File: config.mk
export PLATFORM = sky130hd
export DESIGN_NAME = ram16x2_reader
export DESIGN_NICKNAME = d
export VERILOG_FILES = /design/src/rtl/ram16x2_pkg.sv /design/src/rtl/ram16x2_pack.sv /design/src/rtl/ram16x2_reader.sv
export SDC_FILE = /design/constraint.sdc
export NUM_CORES = 1
export LEC_CHECK = 0
export CAP_MARGIN = 10
export CORE_MARGIN = 8
export CORE_UTILIZATION = 45
export CTS_CLUSTER_DIAMETER = 30
export CTS_CLUSTER_SIZE = 24
export DETAILED_ROUTE_END_ITERATION = 12
export DONT_BUFFER_PORTS = 1
export HOLD_SLACK_MARGIN = 0.03
export PLACE_DENSITY = 0.71
export SYNTH_ARGS = -nofsm -noshare
export SYNTH_HDL_FRONTEND = slang
export SYNTH_HIERARCHICAL = 1
export SYNTH_SLANG_ARGS = --single-unit
File: constraint.sdc
create_clock -name WCLK -period 1.7 [get_ports WCLK]
set_input_delay 0.34 -clock WCLK [delete_from_list [all_inputs] [get_ports WCLK]]
set_output_delay 0.34 -clock WCLK [all_outputs]
set_load 0.05 [all_outputs]
File: src/rtl/ram16x2_pkg.sv
// Shared types and constants for the 16x2 RAM read sequencer.
// Holds the FSM state encoding, RAM geometry and the length clamp helper.
package ram16x2_pkg;

   localparam int RAM_DEPTH = 16;
   localparam int RAM_AW    = 4;
   localparam int RAM_DW    = 2;
   localparam int CNT_W     = 5;

   typedef enum logic [2:0] {
      IDLE = 3'd0,
      REQ  = 3'd1,
      READ = 3'd2,
      EMIT = 3'd3,
      FIN  = 3'd4
   } state_t;

   // Requests longer than the RAM simply read the whole array once.
   function automatic logic [CNT_W-1:0] clamp_len(input logic [CNT_W-1:0] len);
      return (len > CNT_W'(RAM_DEPTH)) ? CNT_W'(RAM_DEPTH) : len;
   endfunction

endpackage

File: src/rtl/ram16x2_pack.sv
// Slot register that gathers consecutive 2-bit RAM words into one output beat.
// Word k of a beat lands in bits [2k+1:2k]; unwritten slots stay 0 after a clear.
module ram16x2_pack
   import ram16x2_pkg::*;
#(
   parameter int PACK = 4
) (
   input  logic                     clk_i,
   input  logic                     rst_ni,
   input  logic                     clr_i,
   input  logic                     we_i,
   input  logic [RAM_DW-1:0]        wdata_i,
   output logic [$clog2(PACK+1)-1:0] idx_o,
   output logic                     full_o,
   output logic [RAM_DW*PACK-1:0]   data_o
);

   localparam int IW = $clog2(PACK + 1);

   logic [IW-1:0]          idx_q, idx_d;
   logic [RAM_DW*PACK-1:0] data_q, data_d;

   assign full_o = (idx_q == IW'(PACK));
   assign idx_o  = idx_q;
   assign data_o = data_q;

   always_comb begin
      idx_d  = idx_q;
      data_d = data_q;
      if (clr_i) begin
         idx_d  = '0;
         data_d = '0;
      end else if (we_i && !full_o) begin
         for (int s = 0; s < PACK; s++) begin
            if (idx_q == IW'(s)) data_d[s*RAM_DW +: RAM_DW] = wdata_i;
         end
         idx_d = idx_q + IW'(1);
      end
   end

   always_ff @(posedge clk_i or negedge rst_ni) begin
      if (!rst_ni) begin
         idx_q  <= '0;
         data_q <= '0;
      end else begin
         idx_q  <= idx_d;
         data_q <= data_d;
      end
   end

endmodule

File: src/rtl/ram16x2_reader.sv
// Read-side sequencer: arbitrates for the RAM address bus, walks a wrapping
// address window and streams packed words out over valid/ready.
module ram16x2_reader
   import ram16x2_pkg::*;
#(
   parameter int PACK = 4
) (
   input  logic                WCLK,
   input  logic                RST_N,
   input  logic                START,
   input  logic [RAM_AW-1:0]   BASE,
   input  logic [CNT_W-1:0]    LEN,
   output logic                BUSY,
   output logic                RAM_REQ,
   input  logic                RAM_GNT,
   output logic [RAM_AW-1:0]   A,
   input  logic [RAM_DW-1:0]   RD,
   output logic                M_VALID,
   input  logic                M_READY,
   output logic [2*PACK-1:0]   M_DATA,
   output logic                M_LAST,
   output logic                DONE,
   output state_t              DBG_STATE
);

   // Stream handshake: a beat transfers on a WCLK edge with M_VALID && M_READY;
   // once M_VALID rises, M_DATA and M_LAST hold until that transfer.

   localparam int IW = $clog2(PACK + 1);

   state_t            state_q;
   logic [RAM_AW-1:0] a_q;
   logic [CNT_W-1:0]  cnt_q;
   logic              busy_q, req_q, valid_q, last_q, done_q;

   logic [CNT_W-1:0]  len_c;
   logic [IW-1:0]     pk_idx;
   logic              pk_full, pk_we, pk_clr;
   logic              slot_last, last_word;

   assign len_c     = clamp_len(LEN);
   assign slot_last = (pk_idx == IW'(PACK - 1));
   assign last_word = (cnt_q == CNT_W'(1));

   assign pk_we  = (state_q == READ) && RAM_GNT && !pk_full;
   assign pk_clr = ((state_q == IDLE) && START && (len_c != '0)) ||
                   ((state_q == EMIT) && M_READY);

   ram16x2_pack #(.PACK(PACK)) u_pack (
      .clk_i   (WCLK),
      .rst_ni  (RST_N),
      .clr_i   (pk_clr),
      .we_i    (pk_we),
      .wdata_i (RD),
      .idx_o   (pk_idx),
      .full_o  (pk_full),
      .data_o  (M_DATA)
   );

   always_ff @(posedge WCLK or negedge RST_N) begin
      if (!RST_N) begin
         state_q <= IDLE;
         a_q     <= '0;
         cnt_q   <= '0;
         busy_q  <= 1'b0;
         req_q   <= 1'b0;
         valid_q <= 1'b0;
         last_q  <= 1'b0;
         done_q  <= 1'b0;
      end else begin
         done_q <= 1'b0;
         case (state_q)
            IDLE: begin
               if (START) begin
                  busy_q <= 1'b1;
                  if (len_c == '0) begin
                     state_q <= FIN;
                     done_q  <= 1'b1;
                  end else begin
                     state_q <= REQ;
                     a_q     <= BASE;
                     cnt_q   <= len_c;
                     req_q   <= 1'b1;
                  end
               end
            end
            REQ: begin
               if (RAM_GNT) state_q <= READ;
            end
            // The request stays up through EMIT so the writer cannot slip in between beats.
            READ: begin
               if (RAM_GNT) begin
                  a_q   <= a_q + RAM_AW'(1);
                  cnt_q <= cnt_q - CNT_W'(1);
                  if (slot_last || last_word) begin
                     state_q <= EMIT;
                     valid_q <= 1'b1;
                     last_q  <= last_word;
                  end
               end
            end
            EMIT: begin
               if (M_READY) begin
                  valid_q <= 1'b0;
                  last_q  <= 1'b0;
                  if (cnt_q == '0) begin
                     state_q <= FIN;
                     done_q  <= 1'b1;
                     req_q   <= 1'b0;
                  end else begin
                     state_q <= READ;
                  end
               end
            end
            FIN: begin
               state_q <= IDLE;
               busy_q  <= 1'b0;
            end
            default: begin
               state_q <= IDLE;
               busy_q  <= 1'b0;
               req_q   <= 1'b0;
               valid_q <= 1'b0;
               last_q  <= 1'b0;
            end
         endcase
      end
   end

   assign BUSY      = busy_q;
   assign RAM_REQ   = req_q;
   assign A         = a_q;
   assign M_VALID   = valid_q;
   assign M_LAST    = last_q;
   assign DONE      = done_q;
   assign DBG_STATE = state_q;

endmodule

==> flow_metrics.env, run 1 <==
export IMPL_outcome="finished, violations left"
export IMPL_violations="setup timing"
export IMPL_slowest_stage="a222oi_1"
export IMPL_yosysWarningCount=6
export IMPL_ys_seq_elements=28
export IMPL_cp_cell_sequence="inv_2 > ha_4 > o2bb2ai_2 > a222oi_1 > buf_4 > mux2_4"
export IMPL_ys_seq_area_share_pct=41.9
export IMPL_worstPathRequired_ns=1.86
export IMPL_dieArea_um2=5920
export IMPL_antenna_found_initial=0
export IMPL_synth_most_common_cell="dfrtp_1"
export IMPL_h_tree_depth=1
export IMPL_synth_common_cells="dfrtp_1, nor2_1, nand3b_1"
export IMPL_grt_pass1_wl_mm=6.78
export IMPL_cts_root_buf="clkbuf_8"
export IMPL_wirelength_mm=4.41
export IMPL_maxCapViolations=0
export IMPL_slew_headroom_pct=66.5
export IMPL_tightestPinTransition_ns=0.490
export IMPL_worst_ir_drop_vdd_v=0.000967
export IMPL_clock_fmax_mhz=571
export IMPL_crit_path_end_kind="flop"
export IMPL_core_area_um2=3610
export IMPL_gp_routability_congestion=0.843
export IMPL_dieHeight_um=77.0
export IMPL_first_iter_violations=110
export IMPL_syn_num_nets=193
export IMPL_numCtsBuffers=3
export IMPL_clock_path_buffers=2
export IMPL_setup_ws_ns=-0.0517
export IMPL_antenna_left=0
export IMPL_grt_pass1_vias=1387
export IMPL_min_period_over_period_pct=103
export IMPL_wl_per_cell_um=18.3
export IMPL_crit_family="compound AO/OA/AOI/OAI gates"
export IMPL_viasPerCell=5.88
export IMPL_slew_viol_final=0
export IMPL_fin_tns_setup_ns=-0.0517
export IMPL_start_kind="flop"
export IMPL_grt_usage_pct=13.7
export IMPL_final_util_pct=57.4
export IMPL_rows=22
export IMPL_cts_sinks=28
export IMPL_syn2layout_area_growth_pct=23.9
export IMPL_netlist_area_leader_share_pct=41.9
export IMPL_crit_fanout=3
export IMPL_synth_cell_types=50
export IMPL_fill_cells=328
export IMPL_place_detailed_hpwl_mm=3.17
export IMPL_grt_max_degree=29
export IMPL_stdcell_count=241
export IMPL_initial_core_util_pct=46.4
export IMPL_setup_viol=1
export IMPL_first_pass_iters=4
export IMPL_final_setup_skew_ns=0.00374
export IMPL_hold_slack_ns=0.224
export IMPL_synthArstFlopShare_pct=100
export IMPL_fin_crit_ns=1.75
export IMPL_grt_ovfl_total=0
export IMPL_dp_cells=228
export IMPL_postSynthAreaPerCell_um2=9.95
export IMPL_drc_errors=0
export IMPL_yosys_area_top_type="dfrtp_1"
export IMPL_power_density_nw_per_um2=1990
export IMPL_hp_class="input pin to flop"
export IMPL_io_pins=36
export IMPL_cts_tree="built"
export IMPL_synth_edf_count=0
export IMPL_synthCells=168
export IMPL_drive_above_1_share_pct=27.5
export IMPL_synth_area_leaders="dfrtp_1, ha_1, nand3b_1"
export IMPL_ys_flop_type="dfrtp_1"
export IMPL_nets=219
export IMPL_via_count=1416
export IMPL_hold_violations=0
export IMPL_crit_buf_inv=2
export IMPL_cts_clk_slew_worst_paths_ns=0.10
export IMPL_die_w_um=77.0
export IMPL_synth_area_um2=1670
export IMPL_rsz0062_at_grt="true"
export IMPL_clk_latency_ns=0.27
export IMPL_antennaDiodeCount=0
export IMPL_io_buffers=0
export IMPL_arrival_ns=1.92
export IMPL_critPathKind="flop to flop"
export IMPL_p_leak_nw=0.930
export IMPL_slowest_delay_ns=0.41
cell type report:
class,instances,area [µm²],area share [%]
clock buffer,4,55.1,2.66
inverter,10,37.5,1.81
tap,48,60.1,2.90
sequential,28,704,34.0
multi-input combinational,126,998,48.2
timing repair buffer,25,215,10.4
cells in the final DEF (no fill, tap or decap), types with 3 or more instances in the layout:
cell type | synthesis | routed
dfrtp_2 | 0 | 3
nand3_1 | 4 | 4
nand3b_1 | 11 | 11
buf_4 | 0 | 22
nand2b_4 | 0 | 3
clkbuf_8 | 0 | 4
dfrtp_1 | 28 | 25
ha_1 | 9 | 8
nor3_1 | 3 | 3
mux2i_1 | 7 | 7
nand2b_1 | 8 | 5
nor2_1 | 15 | 15
inv_1 | 10 | 8
o21ai_0 | 7 | 6
a21oi_1 | 6 | 4
nand2_1 | 7 | 7
per-stage QoR:
| step | total power [W] | area [µm²] | setup slack, ns |
|---|---|---|---|
| after detailed placement | 0.00344 | 1860 | -0.0546 |
| after CTS | 0.00390 | 1960 | 0.00674 |
| after global routing | 0.00440 | 2070 | -0.0908 |
| after floorplan | 0.00290 | 1710 | 0.000697 |
| final | 0.00413 | 2070 | -0.0517 |
| after global placement | 0.00332 | 1860 | 0.0413 |
routing by layer:
layer	track usage [%]	wire (µm)	vias to the layer above	part of all wire, %
met5	0	0	-	0
met3	3.85	304	4	6.9
met4	3.27	48	0	1.1
met1	15.1	1710	711	39
met2	25.2	2350	43	53
li1	-	-	658	-
power by group:
part	switching (W)	leakage, nW	internal, W
Sequential	0.000689	0.350	0.000931
Clock	0.000213	0.0288	0.000207
Combinational	0.00110	0.551	0.000985
state kept, by name, summed over array words and instances, names as in the netlist:
signal         cells
u_pack/data_o      8
cnt_q              5
A                  4
DBG_STATE          3
u_pack/idx_o       3
BUSY               1
DONE               1
M_LAST             1
M_VALID            1
RAM_REQ            1
what timing repair did:
item / in CTS / in global routing
hold endpoints to repair: 28 / 0
hold buffers: 2 / 0
pin swaps: 1 / 4
resized for setup: 2 / 13
endpoints found under the setup margin: 5 / 13
buffers inserted: 1 / 5
gates cloned: 0 / 1
worst paths after layout:
kind                                       from                        to  slack [ns]  cells after the start
max                        cnt_q[1]$_DFFE_PN0P_       M_VALID$_DFFE_PN0P_       -0.05                      6
min                                     BASE[2]          A[2]$_DFFE_PN0P_        0.22                      1
max reg2reg                cnt_q[1]$_DFFE_PN0P_       M_VALID$_DFFE_PN0P_       -0.05                      6
min reg2reg                cnt_q[4]$_DFFE_PN0P_      cnt_q[4]$_DFFE_PN0P_        0.63                      2
max in group asynchronous                 RST_N  DBG_STATE[2]$_DFFE_PN0P_        1.04                      2
min in group asynchronous                 RST_N          A[2]$_DFFE_PN0P_        0.49                      2
cells by family after synthesis:
kind of cell	after synthesis	synth area share (%)
compound gates	33	15.1
simple gates	71	25.4
fa+ha+maj	9	6.74
buf+inv	15	3.44
flops	28	41.9
mux	11	6.89
xor+xnor	1	0.524
Power figures use the tool's default switching activity.
==> inputs of run 2 (changes only) <==
--- a/config.mk
+++ b/config.mk
@@ -9,11 +9,12 @@
 export CORE_MARGIN = 8
 export CORE_UTILIZATION = 45
 export CTS_CLUSTER_DIAMETER = 30
-export CTS_CLUSTER_SIZE = 24
+export CTS_CLUSTER_SIZE = 16
 export DETAILED_ROUTE_END_ITERATION = 12
 export DONT_BUFFER_PORTS = 1
 export HOLD_SLACK_MARGIN = 0.03
 export PLACE_DENSITY = 0.71
+export RECOVER_POWER = 50
 export SYNTH_ARGS = -nofsm -noshare
 export SYNTH_HDL_FRONTEND = slang
 export SYNTH_HIERARCHICAL = 1
==> run 2 against run 1 <==
  * The flow still finishes with violations (setup timing)
  * Largest cell class unchanged
  * Power decreased by 0.65%
  * Core utilization decreased by 0.62 points
  * Die area unchanged
  * Flip-flop and latch count unchanged
  * Highest routed layer unchanged
  * Non-clock buffer count unchanged
==> flow_metrics.env, run 2 (same netlist as run 1, synthesis figures left out) <==
export IMPL_gp_routability_congestion=0.843
export IMPL_first_iter_violations=114
export IMPL_final_setup_skew_ns=0.00385
export IMPL_antenna_left=0
export IMPL_crit_buf_inv=2
export IMPL_rows=22
export IMPL_critPathKind="flop to flop"
export IMPL_grt_pass1_wl_mm=6.78
export IMPL_setup_ws_ns=-0.0557
export IMPL_grt_pass1_vias=1387
export IMPL_h_tree_depth=1
export IMPL_cts_root_buf="clkbuf_8"
export IMPL_cts_tree="built"
export IMPL_die_w_um=77.0
export IMPL_reg2reg_from="cnt_q[1]$_DFFE_PN0P_"
export IMPL_crit_family="compound AO/OA/AOI/OAI gates"
export IMPL_slowest_stage="a222oi_1"
export IMPL_viasPerCell=5.82
export IMPL_nets=219
export IMPL_grt_max_degree=29
export IMPL_numCtsBuffers=3
export IMPL_antennaDiodeCount=0
export IMPL_grt_usage_pct=13.7
export IMPL_final_cell_mix="dfrtp_1, buf_4, nor2_1"
export IMPL_syn2layout_area_growth_pct=22.5
export IMPL_p_leak_nw=0.923
export IMPL_grt_ovfl_total=0
export IMPL_initial_core_util_pct=46.4
export IMPL_clk_latency_ns=0.27
export IMPL_wl_per_cell_um=18.3
export IMPL_slew_headroom_pct=52.3
export IMPL_clock_fmax_mhz=570
export IMPL_drc_errors=0
export IMPL_slew_viol_final=0
export IMPL_maxCapViolations=0
export IMPL_start_kind="flop"
export IMPL_outcome="finished, violations left"
export IMPL_antenna_found_initial=0
export IMPL_hold_violations=0
export IMPL_fill_cells=330
export IMPL_final_common_cell="dfrtp_1"
export IMPL_arrival_ns=1.92
export IMPL_largest_register_ffs=8
export IMPL_crit_path_end_kind="flop"
export IMPL_worst_ir_drop_vdd_v=0.000943
export IMPL_min_period_over_period_pct=103
export IMPL_final_util_pct=56.8
export IMPL_place_detailed_hpwl_mm=3.17
export IMPL_core_area_um2=3610
export IMPL_first_pass_iters=4
export IMPL_via_count=1402
export IMPL_setup_viol=1
export IMPL_io_buffers=0
export IMPL_power_w=0.00410
export IMPL_seq_area_um2=704
export IMPL_critPathLaunch="cnt_q[1]$_DFFE_PN0P_"
export IMPL_hp_class="input pin to flop"
export IMPL_slowest_delay_ns=0.41
export IMPL_clock_path_buffers=2
export IMPL_dieArea_um2=5920
export IMPL_worstHoldStart="RD[1]"
export IMPL_drive_above_1_share_pct=27.5
export IMPL_io_pins=36
export IMPL_wirelength_mm=4.42
export IMPL_power_density_nw_per_um2=2000
export IMPL_crit_fanout=3
export IMPL_violations="setup timing"
export IMPL_multi_input_comb_area_um2=998
export IMPL_dieHeight_um=77.0
export IMPL_fin_tns_setup_ns=-0.0557
export IMPL_cts_sinks=28
export IMPL_tightestPinTransition_ns=0.716
export IMPL_worstPathRequired_ns=1.86
export IMPL_cp_cell_sequence="inv_2 > ha_4 > o2bb2ai_2 > a222oi_1 > buf_4 > mux2_4"
export IMPL_cts_clk_slew_worst_paths_ns=0.10
export IMPL_fin_crit_ns=1.76
export IMPL_rsz0062_at_grt="true"
[run 2: metrics by stage]
step	area, µm²	setup WS [ns]	instances	hold slack (ns)
global route	2050	-0.0908	241	0.231
global placement	1860	0.0413	228	0.0458
detailed placement	1860	-0.0546	228	0.0454
CTS	1960	0.00674	235	0.226
floorplan	1710	0.000697	168	0.0444
finish	2050	-0.0557	241	0.225
[run 2: final cells by class]
class / instances / area share (%)
multi-input combinational: 126 / 48.7
sequential: 28 / 34.4
timing repair buffer: 25 / 9.41
tap: 48 / 2.93
inverter: 10 / 1.83
clock buffer: 4 / 2.69
[run 2: path summary, 6_finish.rpt]
kind                       cells after the start  slack, ns                      endpoint
setup / recovery                               6      -0.06           M_VALID$_DFFE_PN0P_
hold / removal                                 2       0.23  u_pack/data_o[7]$_DFFE_PN0P_
setup reg to reg                               6      -0.06           M_VALID$_DFFE_PN0P_
hold reg to reg                                2       0.64          cnt_q[4]$_DFFE_PN0P_
max in group asynchronous                      2       0.56      DBG_STATE[1]$_DFFE_PN0P_
min in group asynchronous                      2       0.64              A[0]$_DFFE_PN0P_
[run 2: what timing repair did]
item / 4_1_cts / 5_1_grt
buffers inserted: 1 / 5
hold endpoints to repair: 28 / 0
cloned: 0 / 1
setup endpoints to repair: 5 / 13
gates resized for setup: 2 / 13
pin swaps: 1 / 4
hold buffers: 2 / 0
[run 2: metal layers]
metal	GRT usage, %	vias to the layer above	wire [µm]
met1	15.1	699	1710
met4	3.27	0	48
li1	-	657	-
met2	25.2	42	2360
met3	3.85	4	302
met5	0	-	0
[run 2: where the power goes]
part           switching (W)  internal, W  total, W  leakage, nW
combinational        0.00110     0.000958   0.00206        0.544
clock               0.000213     0.000207  0.000420       0.0288
sequential          0.000689     0.000931   0.00162        0.350
